`config.mk`:
```
export PLATFORM = sky130hd
export DESIGN_NAME = led_pattern_scheduler
export DESIGN_NICKNAME = d
export VERILOG_FILES = /design/src/rtl/led_pkg.sv /design/src/rtl/led_pattern_scheduler_tick_prescaler.sv /design/src/rtl/led_pattern_scheduler.sv
export SDC_FILE = /design/constraint.sdc
export NUM_CORES = 1
export LEC_CHECK = 0
export BUFFER_PORTS_ARGS = -buffer_cell sky130_fd_sc_hd__buf_2
export CORE_MARGIN = 2
export CORE_UTILIZATION = 54
export CTS_BUF_LIST = sky130_fd_sc_hd__clkbuf_4
export CTS_CLUSTER_DIAMETER = 200
export CTS_CLUSTER_SIZE = 28
export DETAILED_ROUTE_END_ITERATION = 10
export PLACE_DENSITY = 0.85
export SETUP_SLACK_MARGIN = 0.05
export SYNTH_ARGS = -nofsm -noshare
export SYNTH_HDL_FRONTEND = slang
export SYNTH_SLANG_ARGS = --single-unit
export TNS_END_PERCENT = 100
```
`constraint.sdc`:
```
create_clock -name clk -period 1.8 [get_ports clk]
set_input_delay 0.09 -clock clk [delete_from_list [all_inputs] [get_ports clk]]
set_output_delay 0.09 -clock clk [all_outputs]
set_load 0.02 [all_outputs]
```
`src/rtl/led_pkg.sv`:
```
// Shared types and constants for the LED pattern scheduler.
package led_pkg;

  localparam int unsigned NUM_REQ = 3;
  localparam logic [2:0]  CHASE_RST = 3'b001;

  typedef enum logic [1:0] {
    ST_IDLE = 2'd0,
    ST_SHOW = 2'd1,
    ST_DONE = 2'd2
  } state_e;

  // Next requester index in the 0 -> 1 -> 2 -> 0 ring.
  function automatic logic [1:0] rr_next(input logic [1:0] idx);
    return (idx == 2'd2) ? 2'd0 : idx + 2'd1;
  endfunction

endpackage

```
`src/rtl/led_pattern_scheduler_tick_prescaler.sv`:
```
// Free-running divider producing a one-cycle display tick every TICK_DIV clocks.
module tick_prescaler #(
  parameter int unsigned TICK_DIV = 25_000_000
) (
  input  logic clk,
  input  logic rst,
  output logic tick
);

  localparam int unsigned    CNT_W   = (TICK_DIV > 2) ? $clog2(TICK_DIV) : 1;
  localparam logic [CNT_W-1:0] CNT_MAX = CNT_W'(TICK_DIV - 1);

  logic [CNT_W-1:0] cnt_q;
  logic [CNT_W-1:0] cnt_d;
  logic             tick_q;

  // Wrap at TICK_DIV-1, otherwise count up.
  always_comb begin
    cnt_d = (cnt_q == CNT_MAX) ? '0 : cnt_q + CNT_W'(1);
  end

  // Tick register is high exactly while the count sits at its terminal value.
  always_ff @(posedge clk) begin
    if (rst) begin
      cnt_q  <= '0;
      tick_q <= 1'b0;
    end else begin
      cnt_q  <= cnt_d;
      tick_q <= (cnt_d == CNT_MAX);
    end
  end

  assign tick = tick_q;

endmodule

```
`src/rtl/led_pattern_scheduler.sv`:
```
// Round-robin scheduler granting the 3 LEDs to one requester for a tick-counted display.
module led_pattern_scheduler
  import led_pkg::*;
#(
  parameter int unsigned TICK_DIV   = 25_000_000,
  parameter int unsigned DUR_W      = 4,
  parameter int unsigned IDLE_CHASE = 1
) (
  input  logic             clk,
  input  logic             rst,
  input  logic [2:0]       req,
  input  logic [2:0]       pat0,
  input  logic [2:0]       pat1,
  input  logic [2:0]       pat2,
  input  logic [DUR_W-1:0] dur0,
  input  logic [DUR_W-1:0] dur1,
  input  logic [DUR_W-1:0] dur2,
  output logic [2:0]       grant,
  output logic [2:0]       done,
  output logic             busy,
  output logic [2:0]       leds
);

  localparam logic [2:0] IDLE_LEDS_RST = (IDLE_CHASE != 0) ? CHASE_RST : 3'b000;

  state_e           state_q;
  logic [DUR_W-1:0] rem_q;
  logic [1:0]       last_q;
  logic [2:0]       chase_q;
  logic [2:0]       chase_d;
  logic [2:0]       pat_q;
  logic [2:0]       grant_q;
  logic [2:0]       done_q;
  logic             busy_q;
  logic [2:0]       leds_q;

  logic             tick;
  logic [1:0]       cand;
  logic [1:0]       win_idx;
  logic             win_vld;
  logic [2:0]       pat_sel;
  logic [DUR_W-1:0] dur_sel;
  logic [DUR_W-1:0] dur_eff;
  logic             owner_req;

  tick_prescaler #(.TICK_DIV(TICK_DIV)) u_prescaler (
    .clk  (clk),
    .rst  (rst),
    .tick (tick)
  );

  // Round-robin search starting after the last granted requester.
  always_comb begin
    win_idx = 2'd0;
    win_vld = 1'b0;
    cand    = rr_next(last_q);
    for (int unsigned k = 0; k < NUM_REQ; k++) begin
      if (!win_vld && req[cand]) begin
        win_vld = 1'b1;
        win_idx = cand;
      end
      cand = rr_next(cand);
    end
  end

  // Select the winner's pattern and duration; a zero duration counts as one tick.
  always_comb begin
    pat_sel = pat0;
    dur_sel = dur0;
    case (win_idx)
      2'd1: begin pat_sel = pat1; dur_sel = dur1; end
      2'd2: begin pat_sel = pat2; dur_sel = dur2; end
      default: ;
    endcase
    dur_eff = (dur_sel == '0) ? DUR_W'(1) : dur_sel;
  end

  // Chase rotates 001 -> 010 -> 100 -> 001; owner still requesting keeps the display alive.
  always_comb begin
    chase_d   = {chase_q[1:0], chase_q[2]};
    owner_req = |(req & grant_q);
  end

  function automatic logic [2:0] idle_leds(input logic [2:0] chase);
    return (IDLE_CHASE != 0) ? chase : 3'b000;
  endfunction

  // Scheduler FSM with all outputs registered alongside the state.
  always_ff @(posedge clk) begin
    if (rst) begin
      state_q <= ST_IDLE;
      rem_q   <= '0;
      last_q  <= 2'd2;
      chase_q <= CHASE_RST;
      pat_q   <= 3'b000;
      grant_q <= 3'b000;
      done_q  <= 3'b000;
      busy_q  <= 1'b0;
      leds_q  <= IDLE_LEDS_RST;
    end else begin
      done_q <= 3'b000;
      case (state_q)
        ST_IDLE: begin
          if (tick) chase_q <= chase_d;
          if (win_vld) begin
            state_q <= ST_SHOW;
            grant_q <= 3'b001 << win_idx;
            last_q  <= win_idx;
            pat_q   <= pat_sel;
            rem_q   <= dur_eff;
            busy_q  <= 1'b1;
            leds_q  <= pat_sel;
          end else begin
            leds_q  <= idle_leds(tick ? chase_d : chase_q);
          end
        end
        ST_SHOW: begin
          if (!owner_req) begin
            // Abort takes priority over a coincident final tick.
            state_q <= ST_IDLE;
            grant_q <= 3'b000;
            busy_q  <= 1'b0;
            leds_q  <= idle_leds(chase_q);
          end else begin
            leds_q <= pat_q;
            if (tick) begin
              if (rem_q == DUR_W'(1)) begin
                state_q <= ST_DONE;
                done_q  <= grant_q;
                grant_q <= 3'b000;
              end else begin
                rem_q <= rem_q - DUR_W'(1);
              end
            end
          end
        end
        ST_DONE: begin
          state_q <= ST_IDLE;
          busy_q  <= 1'b0;
          leds_q  <= idle_leds(chase_q);
        end
        default: begin
          state_q <= ST_IDLE;
          grant_q <= 3'b000;
          busy_q  <= 1'b0;
          leds_q  <= idle_leds(chase_q);
        end
      endcase
    end
  end

  assign grant = grant_q;
  assign done  = done_q;
  assign busy  = busy_q;
  assign leds  = leds_q;

endmodule

```
Word level (Yosys, flattened, before mapping)

Cells that the tools add are included.

Register bits after elaboration: 50
Output and inout port bits: 10
Word-level logic and storage cells: 98

Add/sub/neg operators: 5
$lt $le $gt $ge: 3
Eq/ne operators: 17
Shift-type cells: 1
Mux-type cells: 41
Bitwise operators: 6
Reduce and logical (&&, ||, !) cells: 14

Operator list:

| cell                                                                         | count |
|---|---|
| 25-bit == test, second input constant                                        | 2 |
| 25-bit by 1-bit adder with 25-bit output, second input constant              | 1 |
| 25-bit 2-to-1 mux                                                            | 1 |
| 3-bit 2-to-1 mux                                                             | 7 |
| 2-bit 2-to-1 mux                                                             | 10 |
| 4-bit 2-to-1 mux                                                             | 5 |
| 4-bit case mux with 2 select lines                                           | 2 |
| 3-bit case mux with 2 select lines                                           | 2 |
| 2-bit == test, second input constant                                         | 5 |
| 2-bit by 3-bit less-than comparator with 1-bit output, second input constant | 3 |
| 3-bit case mux with 3 select lines                                           | 1 |
| 1-bit 2-to-1 mux                                                             | 8 |
| 2-bit != test, second input constant                                         | 4 |
| 2-bit by 1-bit adder with 2-bit output, second input constant                | 3 |
| 1-bit binary-select mux with 2-bit select                                    | 3 |
| 1-bit inverter                                                               | 5 |
| 5-bit AND reduction                                                          | 1 |
| 5-bit OR reduction                                                           | 1 |
| 2-bit by 1-bit == test with 1-bit output, second input constant              | 2 |
| 4-bit by 1-bit == test with 1-bit output, second input constant              | 1 |
| 4-bit logical NOT                                                            | 1 |
| 2-bit case mux with 2 select lines                                           | 1 |
| 2-bit AND reduction                                                          | 2 |
| 4-bit AND reduction                                                          | 1 |
| other kinds (13)                                                             | 15 |

Logic depth before layout (Yosys ltp)

Word-level depth: 17
Depth in mapped cells: 12

Modules after synthesis

A second synthesis with hierarchy kept.

Cells, all modules: 320
Area total of the unflattened synthesis: 2725.1 sq um

Modules (own cells, without submodules):

| module                | instances | cells each | area each (sq um) | sequential area each (sq um) |
|---|---|---|---|---|
| led_pattern_scheduler | 1         | 164        | 1363.8            | 480.5 |
| tick_prescaler        | 1         | 156        | 1361.3            | 520.5 |

Least setup slack after synthesis

No wires, ideal clock.

Path kind: reg-to-reg
Start point: register u_prescaler.cnt_q[0]
End point: register u_prescaler.tick_q, in the netlist u_prescaler.tick
Library setup time: 0.103 ns
Arrival: 1.851 ns
Slack: -0.155 ns
Stages on the path, launching flop included: 8
Path buffers: 0
Clock period less this slack: 1.955 ns
Path through: dfxtp_1 > ha_1 > nand3_1 > xor2_1 > nand4_1 > a2111oi_4 > o221ai_2 > a2111oi_2

Longest elaborated chain between the ends: 3

RTL lines:

| item                                                                       | RTL line                                   | source |
|---|---|---|
| start: declaration                                                         | led_pattern_scheduler_tick_prescaler.sv:13 | `logic [CNT_W-1:0] cnt_q;` |
| start signal: assignment                                                   | led_pattern_scheduler_tick_prescaler.sv:28 | `cnt_q <= cnt_d;` |
| 25-bit by 1-bit adder with 25-bit output or 25-bit == test (tied branches) | led_pattern_scheduler_tick_prescaler.sv:19 | `cnt_d = (cnt_q == CNT_MAX) ? '0 : cnt_q + CNT_W'(1);` |
| 25-bit 2-to-1 mux *                                                        | led_pattern_scheduler_tick_prescaler.sv:19 |  |
| 25-bit == test *                                                           | led_pattern_scheduler_tick_prescaler.sv:29 | `tick_q <= (cnt_d == CNT_MAX);` |
| end signal: assignment                                                     | led_pattern_scheduler_tick_prescaler.sv:29 |  |
| end: declaration                                                           | led_pattern_scheduler_tick_prescaler.sv:15 | `logic tick_q;` |

Mark *: on every way between the ends. The rest lies on a longest branch, timed or not.
A chain may end at the register's enable or synchronous reset.

Worst setup path after layout

Start point: register last_q[0]
End point: register leds_q[2], in the netlist leds[2]

Longest elaborated chain between the ends: 15

RTL lines:

| item                                                                           | RTL line                     | source |
|---|---|---|
| start: declaration                                                             | led_pattern_scheduler.sv:28  | `logic [1:0] last_q;` |
| start signal: assignment                                                       | led_pattern_scheduler.sv:108 | `last_q <= win_idx;` |
| 2-bit by 1-bit adder with 2-bit output or 2-bit == test (tied branches)        | led_pkg.sv:15                | `return (idx == 2'd2) ? 2'd0 : idx + 2'd1;` |
| 2-bit 2-to-1 mux *                                                             | led_pkg.sv:15                |  |
| branches (longest 8 deep; another with 2-bit by 1-bit adder with 2-bit output) | -                            |  |
| 2-bit 2-to-1 mux *                                                             | led_pattern_scheduler.sv:58  | `if (!win_vld && req[cand]) begin` |
| via win_idx[1]                                                                 | led_pattern_scheduler.sv:39  | `logic [1:0] win_idx;` |
| 2-bit == test or 2-bit by 1-bit == test with 1-bit output (tied branches)      | led_pattern_scheduler.sv:70  | `case (win_idx)` |
| 3-bit case mux with 2 select lines *                                           | led_pattern_scheduler.sv:70  |  |
| 3-bit 2-to-1 mux *                                                             | led_pattern_scheduler.sv:105 | `if (win_vld) begin` |
| 3-bit case mux with 2 select lines *                                           | led_pattern_scheduler.sv:102 | `case (state_q)` |
| end signal: assignment                                                         | led_pattern_scheduler.sv:112 | `leds_q <= pat_sel;` |
| end signal: assignment                                                         | led_pattern_scheduler.sv:114 | `leds_q <= idle_leds(tick ? chase_d : chase_q);` |
| end signal: assignment                                                         | led_pattern_scheduler.sv:123 | `leds_q <= idle_leds(chase_q);` |
| end: declaration                                                               | led_pattern_scheduler.sv:35  | `logic [2:0] leds_q;` |

Mark *: on every way through the listed nets, which the timed path passes. The select of a mux whose other input is x is not followed.

==> metrics.md <==
| Metric | Value |
|---|---|
| Status | `finished with violations` |
| Failing checks | `negative setup slack` |
| Slowest stage cell, crit path | `dfxtp_2` |
| Setup WS post-layout | `-0.251 ns` |
| # fillers | `298` |
| Vias in the first global route | `2,718` |
| Post-Syn Nets | `370` |
| Die Footprint | `5550 µm²` |
| Max-slew headroom | `69.4%` |
| Req. time, crit path | `2.06 ns` |
| Placed Instance Area | `3310 µm²` |
| Synth cell count leaders | `nor2_1, dfxtp_1, nand2_1, a21oi_1, o21ai_0` |
| Die Y | `74.5 µm` |
| CP delay by family, top | `compound AO/OA/AOI/OAI gates` |
| Synth top area cells | `dfxtp_1, nor2_1, nand2_1` |
| Max IR drop VDD | `0.000439 V` |
| Largest net degree at the start of global routing | `27` |
| CP startpoint kind | `flip-flop` |
| Sink Count | `50` |
| Top cell type's share of synthesized area | `37.3%` |
| Max FO, Critical Path | `7` |
| CTS tree | `done` |
| Vias | `2,944` |
| EDFF count, synth | `0` |
| TritonRoute pass-1 iters | `6` |
| Clock Pin Slew Worst Setup and Hold Paths | `0.15 ns` |
| Worst Tran Pin Value | `0.459 ns` |
| Root Buffer | `clkbuf_4` |
| Highest Clock Rate | `488 MHz` |
| Place WS | `-0.159 ns` |
| Top FF cell, synth | `dfxtp_1` |
| Final Hold Vio Count | `0` |
| Syn Inst Count | `338` |
| Max H-tree Level | `2` |
| Crit path cell chain | `nor2b_1 > o22ai_1 > nand2_2 > buf_4 > inv_2 > ha_4 > buf_4 > a22oi_2 > nand2_2 > o21ai_2 > nor2_1 > a21oi_1 > a21oi_1` |
| Endpoints failing setup | `9` |
| Reg area | `1030 µm²` |
| Share of cells above drive strength 1 | `41.6%` |
| Crit. End Element | `flip-flop` |
| Horiz. Die Dim | `74.5 µm` |
| Starting Density | `56.4%` |
| Port bufs | `35` |
| Core area | `4750 µm²` |
| Synth cell types | `49` |
| DP Wirelength | `5110 µm` |
| DR WL/cell | `18.1 µm` |
| WP buf/inv | `3` |
| Critical path type | `reg -> reg` |
| GRT Total Usage | `28.5%` |
| Pleak | `0.00146 µW` |
| DRC violations left | `0` |
| Clock Latency Late Sink | `0.38 ns` |
| Post-route cell area | `3710 µm²` |
| Synth area leader | `dfxtp_1` |
| Max Slew Vio Count | `0` |
| Row count | `25` |
| Num CTS Buffers | `5` |
| Hold buffer count at cts | `0` |
| Mapped Avg Cell Area | `7.94 µm²` |
| Pwr Density | `681 nW/µm²` |
| Async set-reset flop share out of synthesis | `0%` |
| Arr. time, crit path | `2.31 ns` |
| Final WL | `8870 µm` |
| Largest stage delay on the critical path | `0.36 ns` |
| GP Congestion | `0.892` |
| Flops & latches, synth | `50` |
| Final worst path period need | `2.05 ns` |
| Synth Cell Area | `2680 µm²` |
| Hold Path Class | `in -> reg` |
| Initial antenna violation count | `0` |
| Boundary Pins | `36` |
| Antenna Cells | `0` |
| Period utilization | `114%` |
| First-pass GRT wire length | `12,200 µm` |
| GRT overflow | `0` |
| Maxcap violations | `0` |
| Clock Skews | `0.00860 ns` |
| Routed Antenna Nets | `0` |
| Seq/Total Area, Yosys | `37.3%` |
| Number of synthesis warnings | `0` |
| Area added between synthesis and finish | `38.2%` |
| Final Util | `78.0%` |
| Via-to-Cell Ratio | `6.01` |
| RSZ-0062 raised after global routing | `yes` |
| Area occupied by multi-input gates | `1790 µm²` |
| DR iter-0 viols | `300` |
| Maximum clock path buffer count | `2` |
| Final net count | `454` |
| Most common cell in the netlist | `nor2_1` |
==> state kept, by name, indices dropped and copies added, names as in the netlist <==
| register | count |
|---|---|
| leds | 3 |
| u_prescaler.cnt_q | 25 |
| busy | 1 |
| pat_q | 3 |
| rem_q | 4 |
| u_prescaler.tick | 1 |
| grant | 3 |
| last_q | 2 |
| done | 3 |
| chase_q | 3 |
| state_q | 2 |
==> metal layers <==
metal,up-vias,GRT usage (%),share of wire [%]
met5,-,0,0
met4,0,12.1,5.4
met3,52,5.42,7.3
met2,169,52.5,50
met1,1383,31.8,37
li1,1340,-,-
==> report_power, final <==
part / total (µW) / internal [µW] / leakage, µW / switching [µW]
clock: 704 / 309 / 0.0000419 / 395
combinational: 618 / 276 / 0.00100 / 342
sequential: 1200 / 1160 / 0.000416 / 47.3
total: 2530 / 1740 / 0.00146 / 785
==> cell families (layout without fill, tap and decap cells) <==
family | count (synthesis) | in the layout | share of synthesized area, %
AOI/OAI and AO/OA | 68 | 68 | 17.2
and+or+nand+nor | 157 | 157 | 29.5
buffers and inverters | 31 | 116 | 4.57
muxes | 2 | 2 | 0.746
xor gates and xnor gates | 24 | 24 | 7.83
DFF | 50 | 50 | 37.3
adders and majority gates | 6 | 6 | 2.80
==> final timing paths <==
kind                                   startpoint                               to  slack (ns)  depth (start not counted)
setup / recovery           last_q[0]$_SDFFE_PP0P_               leds[2]$_SDFF_PP0_       -0.25                         13
hold / removal                                rst      u_prescaler.tick$_SDFF_PP0_        0.13                          6
setup reg to reg           last_q[0]$_SDFFE_PP0P_               leds[2]$_SDFF_PP0_       -0.25                         13
hold reg to reg   u_prescaler.cnt_q[0]$_SDFF_PP0_  u_prescaler.cnt_q[0]$_SDFF_PP0_        0.48                          1
==> worst min-delay path: cells and delay by family <==
kind                   cells  cell delay [ns]
AO/OA/AOI/OAI              3             0.16
buffers and inverters      1             0.10
AND/OR/NAND/NOR            2             0.14
==> cell type report <==
type	instances	area share, %
Sequential cell	50	27.7
Tap cell	67	2.26
Clock inverter	2	1.01
Timing Repair Buffer	95	18.3
Inverter	13	1.32
Multi-Input combinational cell	257	48.2
Clock buffer	6	1.21
==> layout by cell type (no fill, tap or decap), types with 3 or more instances in the layout <==
cell type	Yosys	layout
a21oi_2	0	5
nor2b_1	3	3
nand3_1	13	12
dfxtp_2	0	16
buf_2	5	35
buf_6	0	5
nor4_1	5	3
o21ai_2	0	4
inv_1	13	10
nor2_1	54	52
and2_1	4	3
ha_4	0	4
xor2_1	14	14
buf_4	0	52
nand4_1	7	7
nand2_1	36	29
xnor2_1	10	10
clkbuf_4	0	6
or2_2	4	3
nand2b_1	3	3
and3_1	4	3
a22oi_2	0	7
o22ai_1	3	3
nand2_2	0	5
dfxtp_1	50	32
a21oi_1	21	16
inv_2	0	3
o21ai_0	15	7
a22oi_1	11	4
nor3_1	8	7
==> what timing repair did <==
action	in CTS	in global routing
resized for setup	37	38
pin swaps	15	20
setup endpoints to repair	27	28
buffers inserted	7	4
cloned	0	0
==> per-stage QoR <==
stage / total power, µW / hold WS, ns / setup TNS [ns] / instances
floorplan: 1490 / 0.353 / -0.00747 / 338
global placement: 1630 / 0.455 / -0.0438 / 471
detailed placement: 1640 / 0.461 / -0.338 / 471
CTS: 2380 / 0.0900 / -0.130 / 486
global route: 2600 / 0.138 / -1.76 / 490
finish: 2530 / 0.128 / -0.945 / 490
Power figures use the tool's default switching activity.
